--- src/rtl/dijkstra_pkg.sv ---
// Shared constants, FSM encoding and the fixed 9-node weighted graph for the
// shortest-path engine.
package dijkstra_pkg;

    localparam int unsigned N_NODES  = 9;
    localparam int unsigned W_WIDTH  = 4;
    localparam int unsigned D_WIDTH  = 8;
    localparam int unsigned ID_WIDTH = 4;

    localparam logic [D_WIDTH-1:0]  INF       = '1;
    localparam logic [ID_WIDTH-1:0] LAST_NODE = ID_WIDTH'(N_NODES - 1);

    typedef enum logic [2:0] {
        StIdle,
        StInit,
        StSelect,
        StRelax,
        StTrace,
        StDone
    } state_e;

    // Row u holds w(u,v) in nibble v (node 0 in the least significant nibble).
    localparam logic [N_NODES*W_WIDTH-1:0] WEIGHT_ROWS [N_NODES] = '{
        36'h000002040,
        36'h000010304,
        36'h000600030,
        36'h007050002,
        36'h030205010,
        36'h400020600,
        36'h010007000,
        36'h201030000,
        36'h020400000
    };

endpackage

--- src/rtl/dijkstra_engine_if.sv ---
// Request/result bundle between the switch logic, the search engine and the
// renderer's distance read port.
interface dijkstra_engine_if;
    import dijkstra_pkg::*;

    logic                       start;
    logic [ID_WIDTH-1:0]        src;
    logic [ID_WIDTH-1:0]        dst;
    logic [N_NODES-1:0]         node_block;
    logic                       busy;
    logic                       done;
    logic                       unreachable;
    logic [N_NODES-1:0]         path_mask;
    logic [N_NODES-1:0]         visited;
    logic [D_WIDTH-1:0]         dist_out;
    logic [ID_WIDTH-1:0]        rd_node;
    logic [D_WIDTH-1:0]         rd_dist;

    modport master (
        output start, src, dst, node_block, rd_node,
        input  busy, done, unreachable, path_mask, visited, dist_out, rd_dist
    );

    modport slave (
        input  start, src, dst, node_block, rd_node,
        output busy, done, unreachable, path_mask, visited, dist_out, rd_dist
    );

endinterface

--- src/rtl/dijkstra_engine_graph_rom.sv ---
// Combinational edge-weight lookup; any out-of-range id reads as "no edge".
module graph_rom
    import dijkstra_pkg::*;
(
    input  logic [ID_WIDTH-1:0] u_i,
    input  logic [ID_WIDTH-1:0] v_i,
    output logic [W_WIDTH-1:0]  w_o
);

    always_comb begin
        w_o = '0;
        if (u_i <= LAST_NODE && v_i <= LAST_NODE) begin
            w_o = WEIGHT_ROWS[u_i][v_i*W_WIDTH +: W_WIDTH];
        end
    end

endmodule

--- src/rtl/dijkstra_engine.sv ---
// Sequential Dijkstra search over the fixed 9-node graph: one node examined per
// cycle in both the select and relax scans, then a predecessor walk for the path.
module dijkstra_engine
    import dijkstra_pkg::*;
(
    input  logic              clk,
    input  logic              reset,
    dijkstra_engine_if.slave  bus
);

    state_e                state_q;
    logic [D_WIDTH-1:0]    dist_q [N_NODES];
    logic [ID_WIDTH-1:0]   prev_q [N_NODES];
    logic [N_NODES-1:0]    visited_q;
    logic [N_NODES-1:0]    block_q;
    logic [N_NODES-1:0]    path_mask_q;
    logic [ID_WIDTH-1:0]   src_q;
    logic [ID_WIDTH-1:0]   dst_q;
    logic [ID_WIDTH-1:0]   k_q;
    logic [ID_WIDTH-1:0]   u_q;
    logic [ID_WIDTH-1:0]   cur_q;
    logic [D_WIDTH-1:0]    sel_min_q;
    logic [ID_WIDTH-1:0]   sel_idx_q;
    logic                  sel_found_q;
    logic                  busy_q;
    logic                  done_q;
    logic                  unreach_q;
    logic [D_WIDTH-1:0]    dist_out_q;

    logic [W_WIDTH-1:0]    w_uk;
    logic                  sel_cand;
    logic [D_WIDTH-1:0]    sel_min_nx;
    logic [ID_WIDTH-1:0]   sel_idx_nx;
    logic                  sel_found_nx;
    logic [D_WIDTH:0]      relax_sum;
    logic                  relax_ok;
    logic                  req_invalid;

    graph_rom u_graph_rom (
        .u_i (u_q),
        .v_i (k_q),
        .w_o (w_uk)
    );

    // Strict less-than keeps the lowest-index node on ties and never picks INF.
    always_comb begin
        sel_cand     = !visited_q[k_q] && !block_q[k_q] && (dist_q[k_q] < sel_min_q);
        sel_min_nx   = sel_cand ? dist_q[k_q] : sel_min_q;
        sel_idx_nx   = sel_cand ? k_q : sel_idx_q;
        sel_found_nx = sel_found_q || sel_cand;
    end

    always_comb begin
        relax_sum = {1'b0, dist_q[u_q]} + {{(D_WIDTH + 1 - W_WIDTH){1'b0}}, w_uk};
        relax_ok  = (w_uk != '0) && !visited_q[k_q] && !block_q[k_q] &&
                    (relax_sum < {1'b0, dist_q[k_q]});
    end

    always_comb begin
        req_invalid = 1'b0;
        if (bus.src > LAST_NODE || bus.dst > LAST_NODE) begin
            req_invalid = 1'b1;
        end else if (bus.node_block[bus.src] || bus.node_block[bus.dst]) begin
            req_invalid = 1'b1;
        end
    end

    always_ff @(posedge clk or posedge reset) begin
        if (reset) begin
            state_q     <= StIdle;
            for (int i = 0; i < N_NODES; i++) begin
                dist_q[i] <= INF;
                prev_q[i] <= '0;
            end
            visited_q   <= '0;
            block_q     <= '0;
            path_mask_q <= '0;
            src_q       <= '0;
            dst_q       <= '0;
            k_q         <= '0;
            u_q         <= '0;
            cur_q       <= '0;
            sel_min_q   <= INF;
            sel_idx_q   <= '0;
            sel_found_q <= 1'b0;
            busy_q      <= 1'b0;
            done_q      <= 1'b0;
            unreach_q   <= 1'b0;
            dist_out_q  <= INF;
        end else begin
            unique case (state_q)
                StIdle: begin
                    if (bus.start) begin
                        src_q       <= bus.src;
                        dst_q       <= bus.dst;
                        block_q     <= bus.node_block;
                        busy_q      <= 1'b1;
                        done_q      <= 1'b0;
                        unreach_q   <= req_invalid;
                        path_mask_q <= '0;
                        state_q     <= req_invalid ? StDone : StInit;
                    end
                end
                StInit: begin
                    for (int i = 0; i < N_NODES; i++) begin
                        dist_q[i] <= (ID_WIDTH'(i) == src_q) ? '0 : INF;
                        prev_q[i] <= src_q;
                    end
                    visited_q   <= '0;
                    k_q         <= '0;
                    sel_min_q   <= INF;
                    sel_idx_q   <= '0;
                    sel_found_q <= 1'b0;
                    state_q     <= StSelect;
                end
                StSelect: begin
                    if (k_q == LAST_NODE) begin
                        k_q         <= '0;
                        sel_min_q   <= INF;
                        sel_idx_q   <= '0;
                        sel_found_q <= 1'b0;
                        cur_q       <= dst_q;
                        if (!sel_found_nx) begin
                            state_q <= StTrace;
                        end else begin
                            visited_q[sel_idx_nx] <= 1'b1;
                            u_q                   <= sel_idx_nx;
                            state_q <= (sel_idx_nx == dst_q) ? StTrace : StRelax;
                        end
                    end else begin
                        k_q         <= k_q + 1'b1;
                        sel_min_q   <= sel_min_nx;
                        sel_idx_q   <= sel_idx_nx;
                        sel_found_q <= sel_found_nx;
                    end
                end
                StRelax: begin
                    if (relax_ok) begin
                        dist_q[k_q] <= relax_sum[D_WIDTH-1:0];
                        prev_q[k_q] <= u_q;
                    end
                    if (k_q == LAST_NODE) begin
                        k_q     <= '0;
                        state_q <= StSelect;
                    end else begin
                        k_q <= k_q + 1'b1;
                    end
                end
                StTrace: begin
                    if (dist_q[dst_q] == INF) begin
                        unreach_q   <= 1'b1;
                        path_mask_q <= '0;
                        state_q     <= StDone;
                    end else begin
                        path_mask_q[cur_q] <= 1'b1;
                        if (cur_q == src_q) begin
                            state_q <= StDone;
                        end else begin
                            cur_q <= prev_q[cur_q];
                        end
                    end
                end
                StDone: begin
                    busy_q     <= 1'b0;
                    done_q     <= 1'b1;
                    dist_out_q <= unreach_q ? INF : dist_q[dst_q];
                    state_q    <= StIdle;
                end
                default: state_q <= StIdle;
            endcase
        end
    end

    assign bus.busy        = busy_q;
    assign bus.done        = done_q;
    assign bus.unreachable = unreach_q;
    assign bus.path_mask   = path_mask_q;
    assign bus.visited     = visited_q;
    assign bus.dist_out    = dist_out_q;
    assign bus.rd_dist     = (bus.rd_node <= LAST_NODE) ? dist_q[bus.rd_node] : INF;

endmodule

--- src/flat_wrapper.sv ---
// flat-port wrapper written by rule: the top's interface ports become plain ports
module dijkstra_engine_flat import dijkstra_pkg::*;
  (clk, reset, bus_start, bus_src, bus_dst, bus_node_block, bus_rd_node, bus_busy, bus_done, bus_unreachable, bus_path_mask, bus_visited, bus_dist_out, bus_rd_dist);
  dijkstra_engine_if bus_i ();
  input  logic clk;
  input  logic reset;
  input wire logic [$bits(bus_i.start)-1:0] bus_start;
  input wire logic [$bits(bus_i.src)-1:0] bus_src;
  input wire logic [$bits(bus_i.dst)-1:0] bus_dst;
  input wire logic [$bits(bus_i.node_block)-1:0] bus_node_block;
  input wire logic [$bits(bus_i.rd_node)-1:0] bus_rd_node;
  output wire logic [$bits(bus_i.busy)-1:0] bus_busy;
  output wire logic [$bits(bus_i.done)-1:0] bus_done;
  output wire logic [$bits(bus_i.unreachable)-1:0] bus_unreachable;
  output wire logic [$bits(bus_i.path_mask)-1:0] bus_path_mask;
  output wire logic [$bits(bus_i.visited)-1:0] bus_visited;
  output wire logic [$bits(bus_i.dist_out)-1:0] bus_dist_out;
  output wire logic [$bits(bus_i.rd_dist)-1:0] bus_rd_dist;
  assign bus_i.start = bus_start;
  assign bus_i.src = bus_src;
  assign bus_i.dst = bus_dst;
  assign bus_i.node_block = bus_node_block;
  assign bus_i.rd_node = bus_rd_node;
  assign bus_busy = bus_i.busy;
  assign bus_done = bus_i.done;
  assign bus_unreachable = bus_i.unreachable;
  assign bus_path_mask = bus_i.path_mask;
  assign bus_visited = bus_i.visited;
  assign bus_dist_out = bus_i.dist_out;
  assign bus_rd_dist = bus_i.rd_dist;
  dijkstra_engine u_core (.clk(clk), .reset(reset), .bus(bus_i));
endmodule
--- config.mk ---
export PLATFORM = sky130hd
export DESIGN_NAME = dijkstra_engine_flat
export DESIGN_NICKNAME = d
export VERILOG_FILES = /design/src/rtl/dijkstra_pkg.sv /design/src/rtl/dijkstra_engine_if.sv /design/src/rtl/dijkstra_engine_graph_rom.sv /design/src/rtl/dijkstra_engine.sv /design/src/flat_wrapper.sv
export SDC_FILE = /design/constraint.sdc
export NUM_CORES = 1
export LEC_CHECK = 0
export ABC_AREA = 1
export CAP_MARGIN = 25
export CORE_MARGIN = 10
export CORE_UTILIZATION = 25
export CTS_CLUSTER_DIAMETER = 50
export CTS_CLUSTER_SIZE = 10
export DETAILED_ROUTE_END_ITERATION = 16
export PLACE_DENSITY = 0.4
export SLEW_MARGIN = 20
export SYNTH_ARGS = -nofsm -noshare
export SYNTH_HDL_FRONTEND = slang
export SYNTH_HIERARCHICAL = 1
export SYNTH_SLANG_ARGS = --single-unit
--- constraint.sdc ---
create_clock -name clk -period 5.41 [get_ports clk]
set_input_delay 1.082 -clock clk [delete_from_list [all_inputs] [get_ports clk]]
set_output_delay 1.082 -clock clk [all_outputs]
set_load 0.02 [all_outputs]
### After elaboration in Yosys (flattened, before gate mapping)

Memories as Yosys holds them, arrays and structs flattened.
Index checks and enable logic that the tools add are counted.

| storage, ports and cells | value |
|---|---|
| memory bits (read-only) | 576 |
| output and inout port bits | 37 |
| flip-flop bits (word level) | 182 |
| word-level logic and storage cells | 215 |
| memories kept | 1 |
| latch bits | 0 |
| memory bits (writable) | 0 |
| input port bits | 24 |

Memory list:

| name | depth | bits a word | read ports | clocked after Yosys merged registers in | write ports | line | text |
|---|---|---|---|---|---|---|---|
| (no name shown) | 16 | 36 | 1 | 0 | 0 | dijkstra_engine_graph_rom.sv:13 | `w_o = WEIGHT_ROWS[u_i][v_i*W_WIDTH +: W_WIDTH];` |

| operators by class | value |
|---|---|
| divide/modulo/power cells | 0 |
| multiply operators | 0 |
| bitwise gates (word level) | 7 |
| order comparisons | 20 |
| shifts and indexed selects | 1 |
| $add $sub $neg | 2 |
| reduce and logical (&&, ||, !) cells | 34 |
| muxes and demuxes | 89 |
| eq/ne operators | 27 |

Operators by type and width:

| cell | count |
|---|---|
| $mux W8 | 22 |
| $pmux W72 S2 | 1 |
| $bmux W8 S4 | 4 |
| $mux W36 | 3 |
| $bwmux W72 | 1 |
| $mux W72 | 1 |
| $pmux W36 S2 | 1 |
| $mux W4 | 10 |
| $bwmux W36 | 1 |
| $mux W9 | 4 |
| $pmux W9 S2 | 2 |
| $shiftx A36 B7 Y4 | 1 |
| $demux W8 S4 | 1 |
| $ge A5 B5 Y1 const B | 5 |
| $lt A4 B5 Y1 const B | 5 |
| $not A4 Y5 | 5 |
| $mux W3 | 8 |
| $pmux W4 S2 | 3 |
| $or A9 B9 Y9 | 2 |
| $bmux W1 S4 | 4 |
| $bmux W4 S4 | 1 |
| $demux W4 S4 | 1 |
| $eq A3 B4 Y1 const A | 4 |
| $pmux W8 S2 | 1 |
| other kinds (35) | 89 |

### Depth between registers and ports, before layout

| logic depth | value |
|---|---|
| depth in word-level cells | 15 |
| mapped depth | 31 |
| gate-level depth less buffers | 29 |

### Cells and area by module

Netlist, hierarchy kept.

By module, submodules not included:

| module | cells an instance | area each (sq um) | seq. area each (sq um) | instances |
|---|---|---|---|---|
| dijkstra_engine | 1677 | 11793.8 | 4664.5 | 1 |
| graph_rom | 78 | 384.1 | 0.0 | 1 |

### Worst setup path before layout

No wires, ideal clock.

| timing path | value |
|---|---|
| path type | flip-flop to flip-flop |
| start | register u_core.u_q[0] |
| end | register u_core/prev_q[20] (netlist name) |
| setup slack | 1.155 ns |
| clock period less this slack | 4.255 ns |
| library setup time | 0.121 ns |
| data arrival time | 4.134 ns |
| stages on the path, launching flop included | 30 |
| path buffers | 4 |
| required time | 5.289 ns |
| cells stage by stage | dfrtp_1 -> buf_4 -> inv_2 -> clkbuf_1 -> clkbuf_1 -> o21ai_0 -> nand3_1 -> nand3_1 -> o21ai_0 -> ha_1 -> inv_1 -> fa_1 -> o21ai_0 -> nand2_1 -> nand2_1 -> inv_1 -> ha_1 -> nand2_1 -> nor2_1 -> a211oi_1 -> o21ai_0 -> nand3_1 -> nand2_1 -> nand2_1 -> o2111ai_2 -> nand2_2 -> o21ai_2 -> inv_2 -> buf_2 -> o21ai_1 |

| on the way | value |
|---|---|
| longest elaborated chain between the ends | 12 |
| elaborated cells on any way between the ends | 22 |
| classes of those cells | add/sub (1); order compare (2); eq/ne (1); shift (1); mux (9); bitwise (1); reduce/logical (6); memory (1) |

RTL lines:

| element | line | text |
|---|---|---|
| from (decl) | dijkstra_engine.sv:20 | `logic [ID_WIDTH-1:0] u_q;` |
| from (signal assigned) | dijkstra_engine.sv:127 | `u_q <= sel_idx_nx;` |
| parallel branches: the longest is 12 deep, another holds $mem_v2 Z16 W36 | - |  |
| to (signal, indexed assignment) | dijkstra_engine.sv:107 | `prev_q[i] <= src_q;` |
| to (signal, indexed assignment) | dijkstra_engine.sv:140 | `prev_q[k_q] <= u_q;` |
| to (decl) | dijkstra_engine.sv:13 | `logic [ID_WIDTH-1:0] prev_q [N_NODES];` |

Several ways; the timed one is not identified. The select of a mux whose other input is x is not followed.
A chain may end at the register's enable or synchronous reset.

### Final worst setup path

| timing path | value |
|---|---|
| start | input bus_rd_node[0] |
| end | output bus_rd_dist[3] |

| on the way | value |
|---|---|
| longest elaborated chain between the ends | 5 |
| elaborated cells on any way between the ends | 6 |
| classes of those cells | order compare (1); mux (4); bitwise (1) |

RTL lines:

| element | line | text |
|---|---|---|
| from (decl) | flat_wrapper.sv:11 | `input wire logic [$bits(bus_i.rd_node)-1:0] bus_rd_node;` |
| $not A4 Y5 (not written as such) | dijkstra_engine.sv:180 | `assign bus.rd_dist = (bus.rd_node <= LAST_NODE) ? dist_q[bus.rd_node] : INF;` |
| $bmux W8 S4 | dijkstra_engine.sv:180 |  |
| $mux W8 (not written as such) (2 in series) | dijkstra_engine.sv:180 |  |
| $mux W8 (*) | dijkstra_engine.sv:180 |  |
| to (decl) | flat_wrapper.sv:18 | `output wire logic [$bits(bus_i.rd_dist)-1:0] bus_rd_dist;` |

Every way passes the cells marked *; elsewhere a longest branch is shown, timed or not. The select of a mux whose other input is x is not followed.

==> qor.txt <==
outcome = complete, no violations
Ant. Diodes = 0
clk sinks = 182
Via density = 5.15
starting density of the core = 25.4%
Yosys cell types = 53
drt initial violations = 1,183
clock buffer depth = 2
P_leak = 0.00611 uW
CP startpoint = bus_rd_node[0]
MaxCap Viol Count = 0
most common cell after layout, fill and taps aside = nand2_1
placed wire-length estimate = 39,700 um
placed insts = 2,403
die height = 241 um
gr usage total = 18.4%
vias in the first global route = 12,123
clock-pin slew on the worst setup and hold paths = 0.07 ns
Die Wd = 241 um
CTS tree = done
Synth Instances = 1,755
commonest non-fill, non-tap cells in the layout = 381 x nand2_1, 366 x o21ai_0, 199 x inv_1
global-route wire length before repair = 79,300 um
wire length per cell = 21.8 um
Seq/Total Area, Yosys = 38.3%
Final period util = 91.2%
Period minus WS final = 4.94 ns
final count of pins violating max slew = 0
core region area = 47,900 sq um
Worst Skew = 0.0151 ns
start point of the worst hold path = u_core/bus.busy
synthesis-stage register bit count = 182
NumNets Final = 1,857
# rows = 80
CP max FO = 30
endpoints failing hold = 0
non-filler instance count after layout = 2,438
vias after detailed routing = 12,567
post_cts resized = 0
Synth Warn # = 6
RR Startpoint = u_core/u_q[0]
RSZ-0062 raised after global routing = no
CTS buffer count = 17
syn avg cell area = 6.94 sq um
die area = 57,900 sq um
htree depth = 4
Port Buffers = 60
GRT overflow = 0
Mapped Nets = 1,802
Fmax = 203 MHz
crit end category = primary output
First-pass DRT Iterations = 6
DRC = 0
Syn Std Cell Area = 12,200 sq um
Worst EP required = 4.33 ns
Top Ports = 61
Post-CTS Repair Setup Buffers = 0
Peak VDD IR = 0.246 mV
clk_lat worst skew = 0.50 ns
synthesis-to-finish area growth = 17.0%
Rel. slew slack = 27.5%
worst slew pin tran = 1.08 ns
Detail Route Antenna Nets = 0
RD Place Congestion = 0.871
initial antenna violation count = 0
pin count of the biggest net entering global routing = 103
WL final = 53,100 um
share of cells above drive strength 1 = 12.0%
hold buffers post-CTS = 0
total power draw = 9650 uW
count of final setup violators = 0
Pwr per Cell Area = 677 nW/um^2
critical path arrival = 3.85 ns
WS Path Type = input pin to primary output
Setup crit start kind = input pin
post-route setup TNS = 0 ns
Hold Crit Class = register to register
Root Buffer = clkbuf_16
==> Yosys cell counts, drive strengths merged <==
cell     count  area share (%)
dfrtp       94              19
o221ai       1           0.072
o2111ai      6            0.48
o311ai       4            0.29
xnor2        6            0.43
o22ai       22             1.1
o211ai       9            0.60
dfstp       88              19
nand2      388              12
or2          3            0.15
a211oi       5            0.31
nor3         6            0.38
a221oi       7            0.50
ha          22             2.3
a311oi       4            0.29
nand3       98             4.0
a32o         1           0.082
buf         31             1.3
o21ai      406              17
a22o         8            0.58
inv        216             6.7
clkinv      10            0.31
clkbuf      44             1.4
a41oi        1           0.072
o21bai       1           0.062
conb         1           0.031
a31oi        7            0.36
fa           1            0.16
a22oi        4            0.29
nor2        81             2.7
nor4         2            0.10
xor2         1           0.072
nand4        7            0.36
o31ai        3            0.18
a21oi      167             7.0
==> layout make-up <==
type / count / area, sq um
Multi-Input combinational cell: 1272 / 6330
Clock buffer: 21 / 482
Fill cell: 5227 / 33700
Tap cell: 615 / 769
Inverter: 226 / 852
Sequential cell: 182 / 4660
Timing Repair Buffer: 111 / 1030
Clock inverter: 11 / 110
==> power breakdown <==
part | internal (uW) | total (uW) | switching (uW) | leakage, uW
Combinational | 1700 | 5550 | 3850 | 0.00369
Sequential | 2220 | 2790 | 565 | 0.00215
Clock | 692 | 1310 | 619 | 0.000281
Total | 4610 | 9650 | 5040 | 0.00611
==> layer usage <==
layer	global-route usage, %	wire, um	vias to the layer above
li1	-	-	6043
met1	23.7	24000	6019
met3	3.26	2780	74
met4	7.57	1760	0
met5	0	0	-
met2	30.0	24600	431
==> critical path, cell delays in order <==
cell             delay, ns
clkdlybuf4s50_1       0.49
clkinv_1              0.63
buf_4                 0.41
o21ai_0               0.15
a21oi_1               0.06
nor2_1                0.12
a221oi_1              0.10
a21oi_1               0.17
clkdlybuf4s50_1       0.63
==> metrics by stage <==
stage	util, %	hold WS, ns	cell area, sq um	worst slack [ns]
global route	29.7	0.501	14200	0.140
global placement	28.4	0.461	13600	0.457
finish	29.7	0.482	14200	0.473
CTS	29.7	0.486	14200	0.447
floorplan	-	0.448	12200	1.16
detailed placement	28.4	0.467	13600	0.453
==> registers in the layout, summed over array words and instances (netlist names), 4 cells and up <==
name and flops:
u_core/dist_q 72, u_core/prev_q 36, u_core/block_q 9, u_core/bus.path_mask 9, u_core/bus.visited 9, u_core/bus.dist_out 8
u_core/sel_min_q 8, u_core/cur_q 4, u_core/dst_q 4, u_core/k_q 4, u_core/sel_idx_q 4, u_core/src_q 4
u_core/u_q 4
==> cells by family after synthesis <==
logic type                 after synthesis  share of synthesized area (%)
AOI/OAI and AO/OA                      656                           29.1
and+or+nand+nor                        585                           19.9
buffers and inverters                  301                           9.68
DFF                                    182                           38.3
adders and majority gates               23                           2.42
xor gates and xnor gates                 7                          0.503
other                                    1                         0.0308
==> worst paths after layout <==
path	end	slack, ns	cells past startpoint
max in group asynchronous	u_core/sel_idx_q[3]	3.21	3
min in group asynchronous	u_core/dst_q[2]	1.07	2
hold reg to reg	u_core/bus.busy	0.48	2
setup reg to reg	u_core/prev_q[25]	0.61	28
setup / recovery	bus_rd_dist[3]	0.47	9
hold / removal	u_core/bus.busy	0.48	2
No activity file was read; power rests on OpenSTA's default activity.
